===== config.mk =====
export PLATFORM = sky130hd
export DESIGN_NAME = lut_const_divider
export DESIGN_NICKNAME = d
export VERILOG_FILES = /design/src/rtl/lut_mult_pkg.sv /design/src/rtl/lut_digit_select.sv /design/src/rtl/lut_const_divider.sv
export SDC_FILE = /design/constraint.sdc
export NUM_CORES = 1
export LEC_CHECK = 0
export ABC_AREA = 1
export CAP_MARGIN = 20
export CORE_UTILIZATION = 37
export DETAILED_ROUTE_END_ITERATION = 10
export HOLD_SLACK_MARGIN = 0.12
export PLACE_DENSITY = 0.66
export SLEW_MARGIN = 25
export SYNTH_ARGS = -nofsm -noshare
export SYNTH_HDL_FRONTEND = slang
export SYNTH_SLANG_ARGS = --single-unit

===== constraint.sdc =====
create_clock -name clk -period 2.84 [get_ports clk]
set_clock_uncertainty 0.05 [all_clocks]
set_input_delay 0.568 -clock clk [delete_from_list [all_inputs] [get_ports clk]]
set_output_delay 0.568 -clock clk [all_outputs]
set_load 0.01 [all_outputs]

===== src/rtl/lut_mult_pkg.sv =====
// Shared types and widths for the LUT constant multiplier/divider datapath.
package lut_mult_pkg;

   // Divider control states
   typedef enum logic [1:0] {
      IDLE = 2'd0,
      RUN  = 2'd1,
      DONE = 2'd2
   } state_t;

   localparam int DIV_W   = 16;  // dividend / quotient width
   localparam int NIB_W   = 4;   // one quotient digit
   localparam int ENT_W   = 12;  // table entry and {r, nibble} width
   localparam int REM_W   = 8;   // partial remainder width
   localparam int CNT_W   = 2;   // digit counter width
   localparam int NUM_ENT = 16;  // number of constant multiples k*A_CONST

endpackage


===== src/rtl/lut_digit_select.sv =====
// One radix-16 long-division step: picks the largest digit k with
// k*A_CONST <= v and returns the leftover v - k*A_CONST.
module lut_digit_select
   import lut_mult_pkg::*;
#(
   parameter int A_CONST = 2
) (
   input  logic [ENT_W-1:0] v,
   output logic [NIB_W-1:0] k,
   output logic [REM_W-1:0] r_next
);

   logic [NUM_ENT-1:0] fits;
   logic [REM_W-1:0]   entry_lo [NUM_ENT];

   // Multiple table: every entry is a constant, so each compare is a
   // comparator against a fixed value. Only the low byte of the chosen
   // entry is needed for the subtraction because the true difference is
   // always below A_CONST <= 255.
   generate
      for (genvar gi = 0; gi < NUM_ENT; gi++) begin : g_entry
         localparam logic [ENT_W-1:0] ENTRY = ENT_W'(gi * A_CONST);
         if (gi == 0) begin : g_zero
            assign fits[gi] = 1'b1;
         end else begin : g_cmp
            assign fits[gi] = (v >= ENTRY);
         end
         assign entry_lo[gi] = ENTRY[REM_W-1:0];
      end
   endgenerate

   // Priority select: fits[] is thermometer-coded, highest set index wins
   always_comb begin
      k = '0;
      for (int j = 0; j < NUM_ENT; j++) begin
         if (fits[j]) begin
            k = NIB_W'(j);
         end
      end
   end

   // Remainder modulo 256 is exact since the real difference is < A_CONST
   assign r_next = v[REM_W-1:0] - entry_lo[k];

endmodule


===== src/rtl/lut_const_divider.sv =====
// Sequential divide-by-constant: one quotient nibble per clock, MSB first,
// with valid/ready handshakes on the dividend and result sides.
module lut_const_divider
   import lut_mult_pkg::*;
#(
   parameter int A_CONST = 2
) (
   input  logic             clk,
   input  logic             rst,
   input  logic             in_valid,
   output logic             in_ready,
   input  logic [DIV_W-1:0] C_in,
   output logic             out_valid,
   input  logic             out_ready,
   output logic [DIV_W-1:0] Q,
   output logic [REM_W-1:0] R,
   output logic             exact
);

   generate
      if (A_CONST < 1 || A_CONST > 255) begin : g_bad_const
         $error("lut_const_divider: A_CONST must be in 1..255");
      end
   endgenerate

   state_t           state_reg;
   state_t           state_next;
   logic [DIV_W-1:0] dividend_reg;
   logic [DIV_W-1:0] q_reg;
   logic [REM_W-1:0] r_reg;
   logic [REM_W-1:0] r_next;
   logic [CNT_W-1:0] cnt_reg;
   logic [NIB_W-1:0] nibble;
   logic [NIB_W-1:0] k;
   logic [ENT_W-1:0] v;
   logic             load;
   logic             step;

   assign nibble = dividend_reg[{cnt_reg, 2'b00} +: NIB_W];
   assign v      = {r_reg, nibble};

   lut_digit_select #(
      .A_CONST(A_CONST)
   ) u_digit (
      .v      (v),
      .k      (k),
      .r_next (r_next)
   );

   // State register
   always_ff @(posedge clk) begin
      if (rst) begin
         state_reg <= IDLE;
      end else begin
         state_reg <= state_next;
      end
   end

   // Next state and handshake strobes; outputs depend on state only
   always_comb begin
      state_next = state_reg;
      in_ready   = 1'b0;
      out_valid  = 1'b0;
      load       = 1'b0;
      step       = 1'b0;
      case (state_reg)
         IDLE: begin
            in_ready = 1'b1;
            if (in_valid) begin
               load       = 1'b1;
               state_next = RUN;
            end
         end
         RUN: begin
            step = 1'b1;
            if (cnt_reg == '0) begin
               state_next = DONE;
            end
         end
         DONE: begin
            out_valid = 1'b1;
            if (out_ready) begin
               state_next = IDLE;
            end
         end
         default: state_next = IDLE;
      endcase
   end

   // Dividend, quotient, remainder and digit counter
   always_ff @(posedge clk) begin
      if (rst) begin
         dividend_reg <= '0;
         q_reg        <= '0;
         r_reg        <= '0;
         cnt_reg      <= '0;
      end else if (load) begin
         dividend_reg <= C_in;
         q_reg        <= '0;
         r_reg        <= '0;
         cnt_reg      <= CNT_W'(3);
      end else if (step) begin
         q_reg   <= {q_reg[DIV_W-NIB_W-1:0], k};
         r_reg   <= r_next;
         cnt_reg <= cnt_reg - CNT_W'(1);
      end
   end

   assign Q     = q_reg;
   assign R     = r_reg;
   assign exact = (r_reg == '0);

endmodule


## Word-level counts from Yosys, hierarchy flattened

Memory sizes are Yosys's and may differ from the RTL's.
Cells that the tools add are included.

| operators by class | value |
|---|---|
| muxes and demuxes | 28 |
| order comparisons | 16 |
| reduce and logical (&&, ||, !) cells | 6 |
| bitwise logic cells | 1 |
| eq/ne operators | 5 |
| add/sub/neg operators | 2 |
| shifts and indexed selects | 1 |

Operator list:

| kind | number |
|---|---|
| 12-bit by 5-bit >= comparator with 1-bit output (second input constant) | 8 |
| 12-bit by 4-bit >= comparator with 1-bit output (second input constant) | 4 |
| 4-bit 2-to-1 mux | 8 |
| 12-bit by 3-bit >= comparator with 1-bit output (second input constant) | 2 |
| 8-bit 2-to-1 mux | 2 |
| 16-bit by 5-bit variable part select with 4-bit output | 1 |
| 2-bit 2-to-1 mux | 7 |
| 12-bit by 2-bit >= comparator with 1-bit output (second input constant) | 1 |
| 3-bit 2-to-1 mux | 4 |
| 8-bit logical NOT | 1 |
| 8-bit subtractor | 1 |
| 1-bit 2-to-1 mux | 6 |
| 2-bit inequality test (second input constant) | 3 |
| 2-bit case mux with 3 select lines | 1 |
| 5-bit >= comparator (second input constant) | 1 |
| 4-bit NOT with 5-bit output | 1 |
| 2-bit logical NOT | 2 |
| 3-bit AND reduction | 1 |
| 2-bit by 1-bit equality test with 1-bit output (second input constant) | 1 |
| 2-bit equality test (second input constant) | 1 |
| 2-bit nonzero test | 1 |
| 2-bit OR reduction | 1 |
| 2-bit by 1-bit subtractor with 2-bit output (second input constant) | 1 |

| storage, ports and cells | value |
|---|---|
| logic and storage cells | 65 |
| memories kept | 1 |
| bits in read-only memories | 128 |
| register bits | 44 |
| output and inout bits | 27 |

Memories:

| name | words | bits a word | rd ports | clocked after Yosys merged registers in | wr ports | line | source |
|---|---|---|---|---|---|---|---|
| (name not given) | 16 | 8 | 1 | 0 | 0 | lut_digit_select.sv:43 | `assign r_next = v[REM_W-1:0] - entry_lo[k];` |

## Depth between registers and ports, before layout

Gate-level depths: netlist (run 1).

| depth | value |
|---|---|
| depth after elaboration | 22 |
| mapped depth | 27 |
| depth with buffers taken out | 26 |

## Modules after synthesis

Synthesis (run 1) repeated with hierarchy kept, for this count alone.

| unflattened totals | value |
|---|---|
| cells, all modules | 310 |
| area total of the unflattened synthesis | 2,192.1 um2 |

By module, submodules not included:

| module | cells each | instances | area an instance (um2) | seq. area each (um2) |
|---|---|---|---|---|
| lut_const_divider | 253 | 1 | 1,840.5 | 880.8 |
| lut_digit_select | 57 | 1 | 351.6 | 0.0 |

## Least setup slack after synthesis (run 1)

No wires, ideal clock.

| path | value |
|---|---|
| path kind | register -> register |
| from | register cnt_reg[0] |
| to | register r_reg[7] (netlist: R[7]) |
| period minus slack after synthesis | 2,525 ps |
| data required time | 2,657 ps |
| cell stages (with the launch flop) | 28 |
| path slack | 315 ps |
| arrival | 2,342 ps |
| path buffers | 1 |
| cells stage by stage | dfxtp_1 -> buf_6 -> inv_6 -> nand2_2 -> nand3_2 -> nand2_4 -> inv_4 -> nand2_2 -> nand2_1 -> nand2_1 -> nand2_1 -> nand2_1 -> nand2_1 -> nand2_1 -> nand2_1 -> nand2_1 -> nand2_1 -> nand2_1 -> nand2_1 -> ha_1 -> inv_1 -> fa_1 -> nand3_1 -> nand2_1 -> nor2_1 -> nand2_1 -> nand2_1 -> a31oi_1 |

| between the ends | value |
|---|---|
| word-level cells in the longest chain between the ends | 22 |

RTL lines:

| element | line | source |
|---|---|---|
| from (decl) | lut_const_divider.sv:32 | `logic [CNT_W-1:0] cnt_reg;` |
| from (signal assigned) | lut_const_divider.sv:105 | `cnt_reg <= cnt_reg - CNT_W'(1);` |
| 16-bit by 5-bit variable part select with 4-bit output * | lut_const_divider.sv:39 | `assign nibble = dividend_reg[{cnt_reg, 2'b00} +: NIB_W];` |
| 12-bit by 2-bit >= comparator with 1-bit output | lut_digit_select.sv:26 | `assign fits[gi] = (v >= ENTRY);` |
| 1-bit 2-to-1 mux | lut_digit_select.sv:36 | `if (fits[j]) begin` |
| 2-bit 2-to-1 mux (2 in series) | lut_digit_select.sv:36 |  |
| 3-bit 2-to-1 mux (4 in series) | lut_digit_select.sv:36 |  |
| 4-bit 2-to-1 mux (7 in series) | lut_digit_select.sv:36 |  |
| 4-bit 2-to-1 mux * | lut_digit_select.sv:36 |  |
| via k[0] | lut_const_divider.sv:34 | `logic [NIB_W-1:0] k;` |
| 4-bit NOT with 5-bit output (implied by the code) * | lut_digit_select.sv:43 |  |
| memory 16 x 8 bit * | -- |  |
| 8-bit 2-to-1 mux (implied by the code) * (2 in series) | lut_digit_select.sv:43 |  |
| 8-bit subtractor * | lut_digit_select.sv:43 |  |
| to (signal assigned) | lut_const_divider.sv:104 | `r_reg <= r_next;` |
| to (decl) | lut_const_divider.sv:30 | `logic [REM_W-1:0] r_reg;` |

The timed path passes the listed nets; every way through them passes the cells marked *. The select of a mux whose other input is x is not followed.
A chain may end at the register's enable or synchronous reset.

## Final worst setup path (run 1)

| path | value |
|---|---|
| from | register r_reg[6] (netlist: R[6]) |
| to | register r_reg[7] (netlist: R[7]) |

| between the ends | value |
|---|---|
| word-level cells in the longest chain between the ends | 21 |

RTL lines:

| element | line |
|---|---|
| 12-bit by 2-bit >= comparator with 1-bit output | lut_digit_select.sv:26 |
| 1-bit 2-to-1 mux | lut_digit_select.sv:36 |
| 2-bit 2-to-1 mux (2 in series) | lut_digit_select.sv:36 |
| 3-bit 2-to-1 mux (4 in series) | lut_digit_select.sv:36 |
| 4-bit 2-to-1 mux (7 in series) | lut_digit_select.sv:36 |
| 4-bit 2-to-1 mux * | lut_digit_select.sv:36 |
| via k[0] | lut_const_divider.sv:34 |
| 4-bit NOT with 5-bit output (implied by the code) * | lut_digit_select.sv:43 |
| memory 16 x 8 bit * | -- |
| 8-bit 2-to-1 mux (implied by the code) * (2 in series) | lut_digit_select.sv:43 |
| 8-bit subtractor * | lut_digit_select.sv:43 |

Marks and branches as above.

==> results.md, run 1 <==
- CTS Buffer Depth: 2
- Initial core utilization: 0.3873
- Syn nets: 321
- Fin Hold WS: 417.0 ps
- Clock transition at the registers of the reported paths: 90 ps
- Worst Hold Path Cells: 2
- Most used DFF post-synth: dfxtp_1
- DP HPWL: 3310 um
- PD cells: 746.6 nW/um^2
- R2R cell count: 20
- Max transition margin: 0.6858
- Synth Area in Compound Gates: 0.1650
- Setup CP Type: reg -> reg
- Nets: 375
- Synthesis warning total: 0
- Port bufs: 46
- Final min period: 2677 ps
- XOR/XNOR Fraction of Synth Area: 0.008163
- Row cnt: 27
- Synthesized flop and latch total: 44
- Via density: 4.782
- Worst setup margin: 162.9 ps
- Register Area: 887.1 um^2
- CP max FO: 4
- Final Setup Violations: 0
- Fin. Hold Viols: 0
- R2R Path Start: R[6]$_SDFFE_PP0P_
- Main combinational cell family by area after synthesis: simple AND/OR/NAND/NOR gates
- Syn-to-layout area delta: 35.74%
- Combinational power share: 0.450
- Final Util: 0.5257
- # fillers: 542
- Synth top area share: 0.4105
- Slew @ Worst Pin: 470.8 ps
- Final wirelength: 5003 um
- Peak supply drop: 278.0 uV
- Sw frac: 0.3751
- Clock root buffer: clkbuf_8
- CTS Buf Count: 5
- Hold Path End: Q[13]$_SDFFE_PP0P_
- Multi-input gate area: 1149 um^2
- Synth Instances: 295
- Tcrit/Tclk final: 0.9426
- Pin count of the biggest net entering global routing: 36
- Vias in the first global route: 1856
- First-pass GRT wire length: 8335 um
- Grt total ovfl: 0
- Net switching power figure: 815.6 uW
- DRT iter0 DRCs: 123
- Routed WL per cell: 11.86 um
- Clock sink count: 44
- Leakage: 1.222 nW
- CTS tree: yes
- Post-CTS Hold Buffers: 0
- FF-to-FF setup slack: 160 ps
- Post-synth cell types: 34
- Post-synthesis adder-cell area fraction: 0.03848
- CORE AREA: 5540 um^2
- Via Count: 2018
- Pre-antenna DRT Iters: 4
- Worst Hold Class: reg -> reg
- Top cell type by total area after synthesis: dfxtp_1
- Critical Path RT: 2970 ps
- IO Pins: 47
- Worst setup EP type: flip-flop
- Cell Area, Placed: 2676 um^2
- Fin area: 2913 um^2
- Dpl ws: -28.18 ps
- Clk network pwr share: 0.223
- Number of synthesized flops with an enable pin: 0
- Latest clock arrival within the worst-skew pair: 310 ps
- Register share of total power: 0.327
- DRT antenna net count: 0
- P_int: 1.359 mW
- Area contributors post-synth: dfxtp_1 41%, nand2_1 12%, nor2_1 8.0%, a21oi_1 5.8%, o21ai_0 5.1%
- Post-synthesis mux area share: 0
- Synth Area in Simple Gates: 0.2980
- Hold Path Origin: Q[13]$_SDFFE_PP0P_
- Tot Pwr: 2.175 mW
- Outcome: finished clean
- Initial antenna violation count: 0
- Reg2reg end: R[7]$_SDFFE_PP0P_
- Async set or reset register ratio after synthesis: 0
- Die Ht: 78.16 um
- CTS H-Tree Depth: 2
- Share of layout cells above drive strength 1: 0.1914
- Gr usage total: 0.1704
- Maximum clock rate: 0.3735 GHz
- Mapped Area: 2146 um^2
- CP arrival: 2800 ps
- Maxcap violations: 0
- Die W: 78.16 um
- ANT cells: 0
- DRC: 0
- DIE AREA: 6108 um^2
- Placer Congestion: 0.9154
- Syn_area_per_cell: 7.274 um^2
- Slew Limit Fails: 0
- Post-synthesis sequential area ratio: 0.4105
- Setup crit start kind: flip-flop
==> what timing repair did <==
| action | 4_1_cts | 5_1_grt |
|---|---|---|
| gates resized for setup | 1 | 23 |
| setup endpoints to repair | 1 | 5 |
| buffers inserted | 0 | 8 |
| pin swaps | 0 | 7 |
==> routing by layer <==
layer / track usage / part of all wire
met5: 0 / 0
met4: 0.07037 / 0.0042
met3: 0.03372 / 0.039
met2: 0.2667 / 0.48
met1: 0.2283 / 0.48
==> layout by cell type, fill, tap and decap left out, types with 2 or more instances in the layout <==
cell type         n
inv_2             7
nand3_2           5
o211ai_1          4
dfxtp_1          41
clkdlybuf4s50_1  46
nor2_2            4
clkbuf_8          5
ha_1              4
nand2_1          65
dfxtp_2           2
o21ai_1           7
nand2_4           3
o21ai_0          21
buf_4            11
nor2_4            3
inv_6             2
inv_1            19
nand2_2          12
nor2_1           43
a21oi_1          25
==> cells by family (layout without fill, tap and decap cells) <==
kind of cell | Yosys count | count (layout)
AO/OA/AOI/OAI | 64 | 64
adder cells (fa/ha/maj) | 6 | 6
XOR/XNOR | 2 | 2
buffers and inverters | 40 | 95
AND/OR/NAND/NOR | 139 | 139
flip-flops | 44 | 44
==> power groups by stage <==
| stage | registers [mW] | logic, mW | clock network (mW) |
|---|---|---|---|
| 2_1_floorplan | 0.719 | 0.587 | 0 |
| 3_3_place_gp | 0.724 | 0.801 | 0 |
| 3_5_place_dp | 0.724 | 0.801 | 0 |
| 4_1_cts | 0.710 | 0.805 | 0.495 |
| 5_1_grt | 0.718 | 1.10 | 0.516 |
| 6_report | 0.711 | 0.979 | 0.485 |
==> worst max-delay path, cell delays in order, from the launching register on <==
cell,delay [ps]
dfxtp_1,330
nor2_1,130
nand2_2,140
nor3_4,220
inv_1,120
a21oi_1,150
nand2_1,80
nand2_1,80
nand2_1,50
nand2_1,60
nand2_2,50
nand2_2,80
ha_4,130
inv_2,30
fa_2,370
nand3_2,90
nand2_2,70
nor2_4,120
nand2_1,60
nand2_1,50
a31oi_1,70
==> through the flow <==
stage               cells  setup TNS (ps)
floorplan             295               0
global placement      406               0
detailed placement    406          -28.18
CTS                   414               0
global route          422          -88.09
finish                422               0
==> layout make-up <==
class	instances	area share
clock buffers	5	0.02363
clock inverters	3	0.01460
inverters	29	0.04167
multi-input cells	211	0.3943
flip-flops and latches	44	0.3046
well taps	72	0.03093
repair buffers	58	0.1903
==> cells in the mapped netlist, types with 3 or more instances <==
library cell and number:
nand2_2 9, a21oi_1 25, o21ai_1 6, ha_1 5, o21ai_0 22, nand2_4 3, inv_1 20, dfxtp_1 44
nor2_2 3, nand3_2 4, clkbuf_1 9, o211ai_1 4, nand2_1 68, nor2_1 46, inv_2 6
==> worst max-delay path by stage <==
stage | to | slack, ps | cells after the start | start
4_1_cts | R[7]$_SDFFE_PP0P_ | 110 | 25 | cnt_reg[0]$_SDFFE_PP0P_
2_1_floorplan | R[7]$_SDFFE_PP0P_ | 320 | 27 | cnt_reg[0]$_SDFFE_PP0P_
3_3_place_gp | R[7]$_SDFFE_PP0P_ | 80 | 25 | cnt_reg[0]$_SDFFE_PP0P_
6_report | R[7]$_SDFFE_PP0P_ | 160 | 20 | R[6]$_SDFFE_PP0P_
3_5_place_dp | R[7]$_SDFFE_PP0P_ | -30 | 25 | cnt_reg[0]$_SDFFE_PP0P_
5_1_grt | R[6]$_SDFFE_PP0P_ | -50 | 22 | R[6]$_SDFFE_PP0P_
No activity file was read; power rests on OpenSTA's default activity.
==> run 2, diff against run 1 <==
- CORE_MARGIN: unset -> 2
==> run 2 against run 1 <==
Against the previous run:
- total power down 4.2%
- first-iteration DRC count is 30% lower
- final cell count down 0.71%
- setup slack improved by 24 ps
- sequential power about the same
- sequential share of layout area increased by 0.38 points
- clock-buffer cell count unchanged
- combinational power is 8.7% lower
- critical path depth unchanged
- largest cell class unchanged
- global-route usage down 1.3 points
- die area rose by 5.2%
- clock power fell by 2%
==> results.md, run 2 (synthesis gave the netlist of run 1 again) <==
- Clock sink count: 44 (unchanged)
- Tcrit/Tclk final: 0.9344 (-0.008287)
- Peak supply drop: 300.9 uV (+8.2%)
- Setup crit start kind: flip-flop
- CP max FO: 4 (unchanged)
- Dpl ws: -19.73 ps (+8.443 ps)
- CTS H-Tree Depth: 2 (unchanged)
- Clock root buffer: clkbuf_8
- CTS tree: yes
- DRT antenna net count: 0 (unchanged)
- Worst setup startpoint: R[7]$_SDFFE_PP0P_
- CP arrival: 2780 ps (-20 ps)
- Final min period: 2654 ps (-23.53 ps)
- Worst Hold Class: reg -> reg
- DRT iter0 DRCs: 86 (-30%)
- Maximum clock rate: 0.3769 GHz (+0.89%)
- Port bufs: 46 (unchanged)
- Initial core utilization: 0.3873 (unchanged)
- Via Count: 1955 (-3.1%)
- Routed WL per cell: 11.49 um (-3.1%)
- Wire length on met1: 2282 um (-5.2%)
- Met2 routed WL: 2187 um (-8.1%)
- Die Ht: 80.16 um (+2.6%)
- PD cells: 722.0 nW/um^2 (-3.3%)
- Latest clock arrival within the worst-skew pair: 300 ps (about the same)
- Fin. Hold Viols: 0 (unchanged)
- Nets: 372 (-0.80%)
- Highest metal used: met4
- Metal3 WL: 260 um (+35%)
- Critical path's top delay family: simple AND/OR/NAND/NOR gates
- Hold Path Origin: Q[13]$_SDFFE_PP0P_
- Vias in the first global route: 1846 (-0.54%)
- Pin count of the biggest net entering global routing: 36 (unchanged)
- Commonest non-fill, non-tap cell in the layout: nand2_1
- Worst setup margin: 186.4 ps (+23.54 ps)
- Crit-path cells: nor2_2 -> nand2_4 -> nor3_4 -> inv_2 -> a21oi_2 -> nand2_1 -> nand2_1 -> nand2_1 -> nand2_1 -> nand2_1 -> nand2_1 -> ha_2 -> inv_1 -> fa_2 -> nand3_2 -> nand2_2 -> nor2_4 -> nand2_1 -> nand2_1 -> a31oi_1
- Most used cell, CP: nand2_1
- CORE AREA: 5540 um^2 (unchanged)
- Maxcap violations: 0 (unchanged)
- ANT cells: 0 (unchanged)
- Gr usage total: 0.1574 (-0.01302)
- CTS Buf Count: 5 (unchanged)
- Via density: 4.666 (-2.4%)
- Outcome: finished clean
- Clock transition at the registers of the reported paths: 80 ps (about the same)
- Slew Limit Fails: 0 (unchanged)
- Slowest CP cell: fa_2
- Final Setup Violations: 0 (unchanged)
- R2R Path Start: R[7]$_SDFFE_PP0P_
- DIE AREA: 6425 um^2 (+5.2%)
- Commonest non-fill, non-tap cells in the layout: 67 x nand2_1, 46 x clkdlybuf4s50_1, 43 x nor2_1
- DRC: 0 (unchanged)
- Crit-path max cell delay: 360 ps (about the same)
- Final wirelength: 4813 um (-3.8%)
- Worst setup EP type: flip-flop
- Fin Hold WS: 416.1 ps (-0.8350 ps)
- Pre-antenna DRT Iters: 4 (unchanged)
- CP Buf/Inv Count: 2 (unchanged)
- Post-CTS Hold Buffers: 0 (unchanged)
- IO Pins: 47 (unchanged)
- Die W: 80.16 um (+2.6%)
- Grt total ovfl: 0 (unchanged)
- Placer Congestion: 0.9356 (+2.2%)
- Setup CP Type: reg -> reg
- Initial antenna violation count: 0 (unchanged)
- First-pass GRT wire length: 8004 um (-4.0%)
- Row cnt: 27 (unchanged)
- Leakage: 1.208 nW (-1.1%)
- Critical Path RT: 2970 ps (about the same)
- Max transition margin: 0.7085 (+0.02268)
- Slew @ Worst Pin: 436.8 ps (-33.98 ps)
- Syn-to-layout area delta: 34.46%
- DP HPWL: 3388 um (+2.3%)
- Share of layout cells above drive strength 1: 0.1844 (-0.006991)
- CTS Buffer Depth: 2 (unchanged)
==> run 2: cell types whose count changed in the layout (fill, tap and decap cells not counted), sizes merged <==
cell	change
buf	-3
==> run 2: repair_timing <==
action	CTS	global route
buffers inserted	0	4
resized for setup	1	20
endpoints found under the setup margin	1	3
cloned	0	0
pin swaps	0	5
==> run 2: worst paths after layout <==
kind / slack, ps / depth (start not counted) / end
worst min register to register: 420 / 2 / Q[13]$_SDFFE_PP0P_
worst min-delay path: 420 / 2 / Q[13]$_SDFFE_PP0P_
worst max-delay path: 190 / 20 / R[7]$_SDFFE_PP0P_
worst max register to register: 190 / 20 / R[7]$_SDFFE_PP0P_
==> run 2: layer usage <==
layer,global-route usage,up-vias
li1,-,1044
met1,0.1979,856
met2,0.2575,49
met3,0.03483,6
met4,0.06949,0
met5,0,-
==> run 2: layout make-up <==
class	instances	area (um^2)
clock buffer	5	68.82
fill	575	2655
tap	72	90.09
sequential	44	889.6
clock inverter	3	42.54
inverter	29	123.9
multi-input combinational	211	1142
timing repair buffer	55	528.0
==> run 2: worst reg2reg max path: cells and delay by family (launching register included) <==
kind            cells  cell delay, ps
simple gates       14            1280
fa+ha+maj           2             530
flops               1             340
compound gates      2             180
buf+inv             2             160
==> run 2: report_power, final <==
| group | switching (mW) | internal, mW | total, mW |
|---|---|---|---|
| clock network | 0.215 | 0.260 | 0.475 |
| registers | 0.0473 | 0.667 | 0.714 |
| logic | 0.506 | 0.388 | 0.894 |
==> run 2: per-stage QoR <==
step	power (mW)	instance area [um^2]	setup TNS [ps]	cells	utilization
final	2.083	2885	0	419	0.5208
after global routing	2.234	2885	-10.57	419	0.5208
after CTS	2.009	2796	0	415	0.5047
after detailed placement	1.525	2684	-19.73	407	0.4844
after global placement	1.521	2684	0	407	0.4844
after floorplan	1.306	2146	0	295	-
